==> config.mk <==
export PLATFORM = sky130hd
export DESIGN_NAME = adxl362_spi_responder
export DESIGN_NICKNAME = d
export VERILOG_FILES = /design/src/rtl/adxl362_spi_responder.sv
export SDC_FILE = /design/constraint.sdc
export NUM_CORES = 1
export LEC_CHECK = 0
export CORE_ASPECT_RATIO = 0.7
export CORE_MARGIN = 2
export CORE_UTILIZATION = 60
export CTS_CLUSTER_DIAMETER = 120
export DETAILED_ROUTE_END_ITERATION = 6
export GPL_TIMING_DRIVEN = 0
export PLACE_DENSITY_LB_ADDON = 0.08
export SLEW_MARGIN = 10
export SYNTH_ARGS = -nofsm -noshare
export SYNTH_HDL_FRONTEND = slang
export SYNTH_SLANG_ARGS = --single-unit
==> constraint.sdc <==
create_clock -name clk -period 5 [get_ports clk]
set_input_delay 1 -clock clk [delete_from_list [all_inputs] [get_ports clk]]
set_output_delay 1 -clock clk [all_outputs]
set_load 0.05 [all_outputs]
==> src/rtl/adxl362_spi_responder.sv <==
// SPI mode-0 responder speaking the ADXL362 register protocol (0x0A write, 0x0B read).
// SPI pins are oversampled with clk; all SPI activity is decoded from synchronized edges.
module adxl362_spi_responder #(
  parameter int unsigned SCLK_DIV_MIN = 8
) (
  input  logic        clk,
  input  logic        reset,
  input  logic        sclk_i,
  input  logic        ncs_i,
  input  logic        mosi_i,
  output logic        miso_o,
  output logic        miso_oe_o,
  input  logic [11:0] xdata_i,
  input  logic [11:0] ydata_i,
  input  logic [11:0] zdata_i,
  input  logic [11:0] temp_i,
  input  logic        data_ready_i,
  output logic [7:0]  filter_ctl_o,
  output logic [7:0]  power_ctl_o,
  output logic        wr_stb_o,
  output logic [5:0]  wr_addr_o,
  output logic [7:0]  wr_data_o
);

  typedef enum logic [2:0] {StIdle, StCmd, StAddr, StWdata, StRdata, StIgnore} state_e;

  localparam int unsigned NumCfg    = 15;
  localparam int unsigned FilterIdx = 12;
  localparam int unsigned PowerIdx  = 13;

  logic [1:0] sclk_sync_q, ncs_sync_q, mosi_sync_q;
  logic       sclk_dly_q, ncs_dly_q;
  logic       sclk_rise, sclk_fall, ncs_fall, ncs_s, mosi_s;

  state_e     state_q;
  logic [2:0] bit_cnt_q;
  logic [6:0] rx_q;
  logic [7:0] tx_q;
  logic [5:0] ptr_q;
  logic       is_rd_q;
  logic [11:0] snap_x_q, snap_y_q, snap_z_q, snap_t_q;
  logic        snap_rdy_q;
  logic [7:0]  cfg_q [NumCfg];

  logic [7:0] rx_byte;
  logic [5:0] rd_addr;
  logic [7:0] rd_byte;
  logic       wr_in_cfg;
  logic [3:0] wr_idx;

  // Flops reset low so a chip select already low at reset release is not seen as a
  // falling edge: the block waits for a fresh select.
  always_ff @(posedge clk) begin
    if (reset) begin
      sclk_sync_q <= '0;
      ncs_sync_q  <= '0;
      mosi_sync_q <= '0;
      sclk_dly_q  <= 1'b0;
      ncs_dly_q   <= 1'b0;
    end else begin
      sclk_sync_q <= {sclk_sync_q[0], sclk_i};
      ncs_sync_q  <= {ncs_sync_q[0], ncs_i};
      mosi_sync_q <= {mosi_sync_q[0], mosi_i};
      sclk_dly_q  <= sclk_sync_q[1];
      ncs_dly_q   <= ncs_sync_q[1];
    end
  end

  assign ncs_s     = ncs_sync_q[1];
  assign mosi_s    = mosi_sync_q[1];
  assign sclk_rise = sclk_sync_q[1] & ~sclk_dly_q;
  assign sclk_fall = ~sclk_sync_q[1] & sclk_dly_q;
  assign ncs_fall  = ~ncs_s & ncs_dly_q;

  assign rx_byte   = {rx_q, mosi_s};
  assign wr_in_cfg = (ptr_q >= 6'h20) && (ptr_q <= 6'h2E);
  assign wr_idx    = 4'(ptr_q - 6'h20);

  // Byte to present next: the freshly received address, or the one after the pointer.
  assign rd_addr = (state_q == StAddr) ? rx_byte[5:0] : ptr_q + 6'd1;

  always_comb begin
    rd_byte = 8'h00;
    unique case (rd_addr)
      6'h00: rd_byte = 8'hAD;
      6'h01: rd_byte = 8'h1D;
      6'h02: rd_byte = 8'hF2;
      6'h03: rd_byte = 8'h01;
      6'h08: rd_byte = snap_x_q[11:4];
      6'h09: rd_byte = snap_y_q[11:4];
      6'h0A: rd_byte = snap_z_q[11:4];
      6'h0B: rd_byte = {7'b0, snap_rdy_q};
      6'h0E: rd_byte = snap_x_q[7:0];
      6'h0F: rd_byte = {{4{snap_x_q[11]}}, snap_x_q[11:8]};
      6'h10: rd_byte = snap_y_q[7:0];
      6'h11: rd_byte = {{4{snap_y_q[11]}}, snap_y_q[11:8]};
      6'h12: rd_byte = snap_z_q[7:0];
      6'h13: rd_byte = {{4{snap_z_q[11]}}, snap_z_q[11:8]};
      6'h14: rd_byte = snap_t_q[7:0];
      6'h15: rd_byte = {{4{snap_t_q[11]}}, snap_t_q[11:8]};
      default: begin
        if (rd_addr >= 6'h20 && rd_addr <= 6'h2E) rd_byte = cfg_q[4'(rd_addr - 6'h20)];
      end
    endcase
  end

  always_ff @(posedge clk) begin
    if (reset) begin
      state_q    <= StIdle;
      bit_cnt_q  <= '0;
      rx_q       <= '0;
      tx_q       <= '0;
      ptr_q      <= '0;
      is_rd_q    <= 1'b0;
      miso_o     <= 1'b0;
      miso_oe_o  <= 1'b0;
      wr_stb_o   <= 1'b0;
      wr_addr_o  <= '0;
      wr_data_o  <= '0;
      snap_x_q   <= '0;
      snap_y_q   <= '0;
      snap_z_q   <= '0;
      snap_t_q   <= '0;
      snap_rdy_q <= 1'b0;
      for (int i = 0; i < NumCfg; i++) cfg_q[i] <= (i == FilterIdx) ? 8'h13 : 8'h00;
    end else begin
      wr_stb_o <= 1'b0;
      if (ncs_s) begin
        state_q   <= StIdle;
        bit_cnt_q <= '0;
        miso_o    <= 1'b0;
        miso_oe_o <= 1'b0;
      end else if (state_q == StIdle) begin
        if (ncs_fall) begin
          state_q    <= StCmd;
          bit_cnt_q  <= '0;
          miso_o     <= 1'b0;
          miso_oe_o  <= 1'b1;
          snap_x_q   <= xdata_i;
          snap_y_q   <= ydata_i;
          snap_z_q   <= zdata_i;
          snap_t_q   <= temp_i;
          snap_rdy_q <= data_ready_i;
        end
      end else if (sclk_rise) begin
        rx_q      <= rx_byte[6:0];
        bit_cnt_q <= bit_cnt_q + 3'd1;
        if (bit_cnt_q == 3'd7) begin
          unique case (state_q)
            StCmd: begin
              if (rx_byte == 8'h0A) begin
                state_q <= StAddr;
                is_rd_q <= 1'b0;
              end else if (rx_byte == 8'h0B) begin
                state_q <= StAddr;
                is_rd_q <= 1'b1;
              end else begin
                state_q <= StIgnore;
              end
            end
            StAddr: begin
              ptr_q <= rx_byte[5:0];
              if (is_rd_q) begin
                state_q <= StRdata;
                tx_q    <= rd_byte;
                miso_o  <= rd_byte[7];
              end else begin
                state_q <= StWdata;
              end
            end
            StWdata: begin
              wr_stb_o  <= 1'b1;
              wr_addr_o <= ptr_q;
              wr_data_o <= rx_byte;
              if (wr_in_cfg) cfg_q[wr_idx] <= rx_byte;
              if (ptr_q == 6'h1F && rx_byte == 8'h52) begin
                for (int i = 0; i < NumCfg; i++) cfg_q[i] <= (i == FilterIdx) ? 8'h13 : 8'h00;
              end
              ptr_q <= ptr_q + 6'd1;
            end
            StRdata: begin
              ptr_q  <= ptr_q + 6'd1;
              tx_q   <= rd_byte;
              miso_o <= rd_byte[7];
            end
            default: ;
          endcase
        end
      end else if (sclk_fall && state_q == StRdata && bit_cnt_q != 3'd0) begin
        // The fall right after a byte boundary keeps the freshly loaded MSB on the line.
        miso_o <= tx_q[6];
        tx_q   <= {tx_q[6:0], 1'b0};
      end
    end
  end

  assign filter_ctl_o = cfg_q[FilterIdx];
  assign power_ctl_o  = cfg_q[PowerIdx];

endmodule

; Yosys cells after proc, flatten, opt, wreduce, memory -nomap -nowiden
; Memory sizes are Yosys's and may differ from the RTL's.
; Cells that the tools add are included.
[totals]
regBits = 101
mem_bits_rw = 120
inputBits = 54
output_inout_bits = 33
mem_count = 1
[op_classes]
addsub = 4
magnitude_cmp = 4
eq_ne = 31
mux = 66
bitwise_logic = 24
reduce_logical = 29
[mem_list]
columns = memory, words, word_bits, rd, rd_clocked_by_memory_dff, write_ports, line
row1 = cfg_q, 15, 8, 3, 0, 15, 43  ; logic [7:0] cfg_q [NumCfg];
[op_table]
columns = operator, count
row1 = $mux W8, 17
row2 = $pmux W8 S16, 1
row3 = $eq A6 B5 Y1 const B, 7
row4 = $eq A6 B4 Y1 const B, 6
row5 = $mux W3, 10
row6 = $mux W1, 28
row7 = $mux W7, 4
row8 = $eq A8 B4 Y1 const B, 2
row9 = $or A1 B1 Y1, 15
row10 = $reduce_and A5 Y1, 3
row11 = $pmux W7 S2, 1
row12 = $eq A6 B2 Y1 const B, 2
row13 = $ge A6 B6 Y1 const B, 2
row14 = $le A6 B6 Y1 const B, 2
row15 = $pmux W6 S2, 1
row16 = $reduce_and A6 Y1, 2
row17 = $reduce_bool A2 Y1, 5
row18 = $reduce_bool A3 Y1, 3
row19 = $eq A8 B7 Y1 const B, 1
row20 = $reduce_or A8 Y1, 1
row21 = $sub A4 B1 Y4 const B, 2
row22 = $add A6 B1 Y6 const B, 1
row23 = $eq A3 B2 Y1 const B, 2
row24 = $eq A3 B3 Y1 const B, 2
row25 = other kinds (23), 38

; Logic depth before layout (Yosys ltp)
[depth]
ltp_word = 12
depth_mapped = 13
mapped_depth_nobuf = 9

; Worst setup path before layout
; OpenSTA, ideal clock, no wires.
[synth_path]
path_kind = register to register
start = register ptr_q[0]
end = register miso_o
setup_ns = 0.138
arrival_ns = 3.061
required_time_ns = 4.862
slack_ns = 1.801
stages_incl_launch_ff = 13
path_buffers = 5
period_less_slack_ns = 3.199
cell_sequence = dfxtp_1 -> clkbuf_1 -> inv_1 -> ha_1 -> clkbuf_1 -> a21o_1 -> buf_6 -> clkbuf_1 -> buf_1 -> mux4_2 -> a22o_1 -> o21ai_0 -> a31oi_1
[synth_via]
elab_chain_cells = 11
word_cells_on_any_way = 30
[synth_rtl]
columns = element, line
row1 = start: declaration, 39  ; logic [5:0] ptr_q;
row2 = start signal: assignment, 162  ; ptr_q <= rx_byte[5:0];
row3 = start signal: assignment, 179  ; ptr_q <= ptr_q + 6'd1;
row4 = start signal: assignment, 182  ; ptr_q <= ptr_q + 6'd1;
row5 = $add A6 B1 Y6 *, 80  ; assign rd_addr = (state_q == StAddr) ? rx_byte[5:0] : ptr_q + 6'd1;
row6 = $mux W6 *, 80
row7 = "$sub A4 B1 Y4, or another cell as far along", 102  ; if (rd_addr >= 6'h20 && rd_addr <= 6'h2E) rd_byte = cfg_q[4'(rd_addr - 6'h20)];
row8 = $mem_v2 Z15 W8 or $logic_and A1 B1 Y1 (tied branches), n/a
row9 = $mux W8, 102
row10 = $pmux W8 S16 *, 84  ; unique case (rd_addr)
row11 = $mux W1, 163  ; if (is_rd_q) begin
row12 = $pmux W1 S2 *, 149  ; unique case (state_q)
row13 = $mux W1 *, 148  ; if (bit_cnt_q == 3'd7) begin
row14 = $mux W1 *, 145  ; end else if (sclk_rise) begin
row15 = $mux W1 *, 133  ; end else if (state_q == StIdle) begin
row16 = end signal: assignment, 166  ; miso_o <= rd_byte[7];
row17 = end signal: assignment, 184  ; miso_o <= rd_byte[7];
row18 = end signal: assignment, 191  ; miso_o <= tx_q[6];
row19 = end: declaration, 11  ; output logic miso_o,
; Every way passes the cells marked *; elsewhere a longest branch is shown, timed or not. The select of a mux whose other input is x is not followed.
; A chain may end at the register's enable or synchronous reset.

; Worst setup path in the final report
[layout_path]
start = register ptr_q[0]
end = register tx_q[5]
[layout_via]
elab_chain_cells = 10
word_cells_on_any_way = 29
[layout_rtl]
columns = element, line
row1 = $add A6 B1 Y6 *, 80
row2 = $mux W6 *, 80
row3 = "$sub A4 B1 Y4, or another cell as far along", 102
row4 = $mem_v2 Z15 W8 or $logic_and A1 B1 Y1 (tied branches), n/a
row5 = $mux W8, 102
row6 = $pmux W8 S16 *, 84
row7 = $mux W7, 163
row8 = $pmux W7 S2 *, 149
row9 = $mux W7 *, 148
row10 = $mux W7 *, 145
row11 = end signal: assignment, 165  ; tx_q <= rd_byte;
row12 = end signal: assignment, 183  ; tx_q <= rd_byte;
row13 = end signal: assignment, 192  ; tx_q <= {tx_q[6:0], 1'b0};
row14 = end: declaration, 38  ; logic [7:0] tx_q;
; Marks and branches as above.

==> results.toml <==
[synth]
ys.flop_type = "edfxtp_1"
synth_top_cell_area_share_pct = 33.8
synthArstFlopShare_pct = 0
synth_fp_nets = 1210
synthCells = 1148
synth_edf_count = 128
postSynthAreaPerCell_um2 = 9.91
synth.largest_area_cell = "edfxtp_1"
ys_warn_count = 0
syn_area_um2 = 11400
yosysSeqAreaShare_pct = 51.6
synth_cell_types = 75
synth_seq_cells = 229
synthTopCellsByArea = "edfxtp_1 34%, dfxtp_1 18%, nand2_1 6.8%, and3_1 6.5%, a21oi_1 3.8%"

[sta]
fmax_mhz = 199
timing.hold.ws_ns = 0.432
max_slew_margin_pct = 16.4
final.setup.tns_ns = -0.0347
layout_setup_ws_ns = -0.0347
finalHoldViolations = 0
maxSlewViolCount = 0
min_period_ns = 5.03
rsz0062_at_grt = "false"
post-route-period-util_pct = 101
setup_viol = 1
tightestPinTransition_ns = 1.24
finClkSkew_ns = 0.0109

[global_route]
grt_pass1_wl_mm = 58.7
grtUsageTotal_pct = 39.3
gr-total-overflow = 0
grt_pass1_vias = 9444
antenna_found_initial = 0
grt_max_degree = 15

[finish]
final_nets = 1321
drive_gt1_share_pct = 6.90
areaGrowthSynthToFinish_pct = 16.7
utilization_pct = 70.8
fillCellCount = 1452
multi_input_area_um2 = 5000
register_area_um2 = 5870

[min_path]
hp-class = "reg -> reg"

[flow_run]
cap_violations = 0

[placement]
port_buffers = 86
place_congestion = 1.04
dp_hpwl_mm = 28.9

[clock_tree]
cts_sinks = 229
cts_tree = "yes"
htreeDepth = 1
clkLatencyLatePin_ns = 0.52
cts_root_buf = "clkbuf_16"
cts_buffer_depth = 3
holdBufCountCts = 0
postCtsSetupRepairBufs = 0
clk_pin_slew_ns = 0.06
cts_buffers = 23

[run_status]
violations = "setup timing"
status = "complete, but fails checks"

[setup_path]
reg2reg_to = "tx_q[5]$_SDFFE_PP0P_"
critPathMaxFanout = 10
rrSetupSlack_ns = -0.03
worstReg2RegStart = "ptr_q[0]$_SDFFE_PP0P_"
reg2reg_depth = 12
crit_arrival_ns = 5.45
critical_path_class = "reg -> reg"
endpoint = "tx_q[5]$_SDFFE_PP0P_"
startpoint = "ptr_q[0]$_SDFFE_PP0P_"
crit_required_ns = 5.42
startpoint_type = "register"
critPathCaptureType = "register"

[floorplan]
initial_core_util_pct = 60.6
rows = 42
core-area_um2 = 18800
ios = 87
fp.dieH_um = 119
dieWidth_um = 169
dieArea_um2 = 20100

[routing]
drt_wl_total_mm = 39.5
routedWlPerCell_um = 26.0
drc = 0
via_per_inst = 6.71
drtPass1Iterations = 6
drtIter0Drc = 1482
num_vias = 10200
postRouteAntennaNets = 0

[power]
ir_worst_vdd_uv = 248
power.density_nw_per_um2 = 296
leakage_nw = 4.91
power_mw = 3.93
==> kinds of logic (layout without fill, tap and decap cells) <==
logic type      count (synthesis)  count (layout)  share of synthesized area, %
buf+inv                       127             255                          4.43
xor+xnor                        6               6                         0.462
simple gates                  486             486                          21.7
mux                            56              56                          6.42
other cells                     0               1                             0
fa+ha+maj                       8               8                         0.880
flops                         229             229                          51.6
compound gates                236             236                          14.5
==> power breakdown <==
part	switching (mW)	total [mW]	internal [mW]
registers	0.0242	2.05	2.02
logic	0.105	0.177	0.0723
clock network	0.748	1.70	0.956
total	0.876	3.93	3.05
==> state kept, by name (all words and copies together), names as in the netlist <==
register	count
ncs_sync_q	2
wr_addr_o	6
bit_cnt_q	3
ncs_dly_q	1
mosi_sync_q	2
rx_q	7
is_rd_q	1
snap_t_q	12
snap_y_q	12
snap_rdy_q	1
miso_o	1
tx_q	7
miso_oe_o	1
wr_stb_o	1
state_q	3
sclk_sync_q	2
ptr_q	6
wr_data_o	8
snap_x_q	12
snap_z_q	12
cfg_q	128
sclk_dly_q	1
==> layout make-up <==
| class | count | area share (%) |
|---|---|---|
| Antenna cell | 1 | 0.0188 |
| Tap cell | 242 | 2.28 |
| Inverter | 23 | 0.650 |
| Buffer | 104 | 3.17 |
| Sequential cell | 229 | 44.2 |
| Clock buffer | 27 | 4.76 |
| Multi-Input combinational cell | 792 | 37.7 |
| Clock inverter | 15 | 0.782 |
| Timing Repair Buffer | 86 | 6.48 |
==> through the flow <==
| step | worst slack, ns | cell area (um2) | cells |
|---|---|---|---|
| 6_report | -0.0347 | 13300 | 1519 |
| 3_3_place_gp | -0.0176 | 12500 | 1476 |
| 2_1_floorplan | 1.80 | 11400 | 1148 |
| 4_1_cts | 0.219 | 13300 | 1518 |
| 3_5_place_dp | -0.0753 | 12500 | 1476 |
| 5_1_grt | 0.0867 | 13300 | 1518 |
==> cell usage in the layout, fill, tap and decap left out, types with 8 or more instances in the layout <==
cell / synthesis / final
mux2i_1: 37 / 37
mux4_2: 13 / 13
dfxtp_1: 101 / 101
o21ai_0: 12 / 12
a21oi_1: 86 / 86
inv_1: 23 / 25
nor4_1: 9 / 9
a22o_1: 13 / 13
nor2_1: 44 / 44
buf_2: 10 / 11
nor2b_1: 18 / 18
clkdlybuf4s50_1: 0 / 86
nand3_1: 17 / 17
ha_1: 8 / 8
edfxtp_1: 128 / 128
clkbuf_16: 0 / 24
nand2_1: 206 / 206
clkbuf_1: 87 / 87
and3_1: 119 / 119
nand3b_1: 8 / 8
nand2b_1: 13 / 13
a22oi_1: 17 / 17
nor3_1: 13 / 13
a211oi_1: 28 / 28
==> how the worst min path moves through the flow <==
stage                                          from                        end  slack, ns  cells past startpoint
final                     sclk_sync_q[0]$_SDFF_PP0_  sclk_sync_q[1]$_SDFF_PP0_       0.43                      1
after global placement         rx_q[3]$_SDFFE_PP0P_     cfg_q[15][4]$_DFFE_PP_       0.41                      0
after floorplan                rx_q[3]$_SDFFE_PP0P_     cfg_q[15][4]$_DFFE_PP_       0.41                      0
after CTS                      rx_q[3]$_SDFFE_PP0P_     cfg_q[15][4]$_DFFE_PP_       0.43                      0
after global routing           rx_q[3]$_SDFFE_PP0P_     cfg_q[15][4]$_DFFE_PP_       0.45                      0
after detailed placement       rx_q[3]$_SDFFE_PP0P_     cfg_q[15][4]$_DFFE_PP_       0.41                      0
==> synth_stat cells, types with 8 or more instances <==
cell type,count
inv_1,23
nor2b_1,18
nand3b_1,8
clkbuf_1,87
a22o_1,13
buf_2,10
nor2_1,44
mux4_2,13
nor3_1,13
and3_1,119
edfxtp_1,128
nand2b_1,13
a22oi_1,17
a211oi_1,28
nand2_1,206
nand3_1,17
dfxtp_1,101
a21oi_1,86
nor4_1,9
ha_1,8
o21ai_0,12
mux2i_1,37
==> critical path, cell delays in order, from the launching register on <==
cell,delay (ns)
dfxtp_1,0.54
clkbuf_1,0.48
inv_1,0.20
ha_1,0.32
clkbuf_1,0.41
a21o_1,0.39
buf_6,0.24
buf_2,0.35
a211oi_1,0.15
a2111oi_0,0.96
nor4_1,0.25
o2111a_1,0.36
o41ai_2,0.27
==> what timing repair did <==
action | CTS | global route
endpoints found under the setup margin | 1 | 1
cloned | 0 | 0
resized for setup | 1 | 2
endpoints found under the hold margin | 0 | 0
==> routing by layer <==
metal / vias up / GRT usage, % / wire length [um]
met5: - / 0 / 0
met4: 0 / 8.62 / 850
met3: 84 / 16.2 / 7230
li1: 4450 / - / -
met1: 4811 / 61.2 / 16500
met2: 841 / 50.5 / 14900
Note: power is estimated with default switching activity, not from simulation.
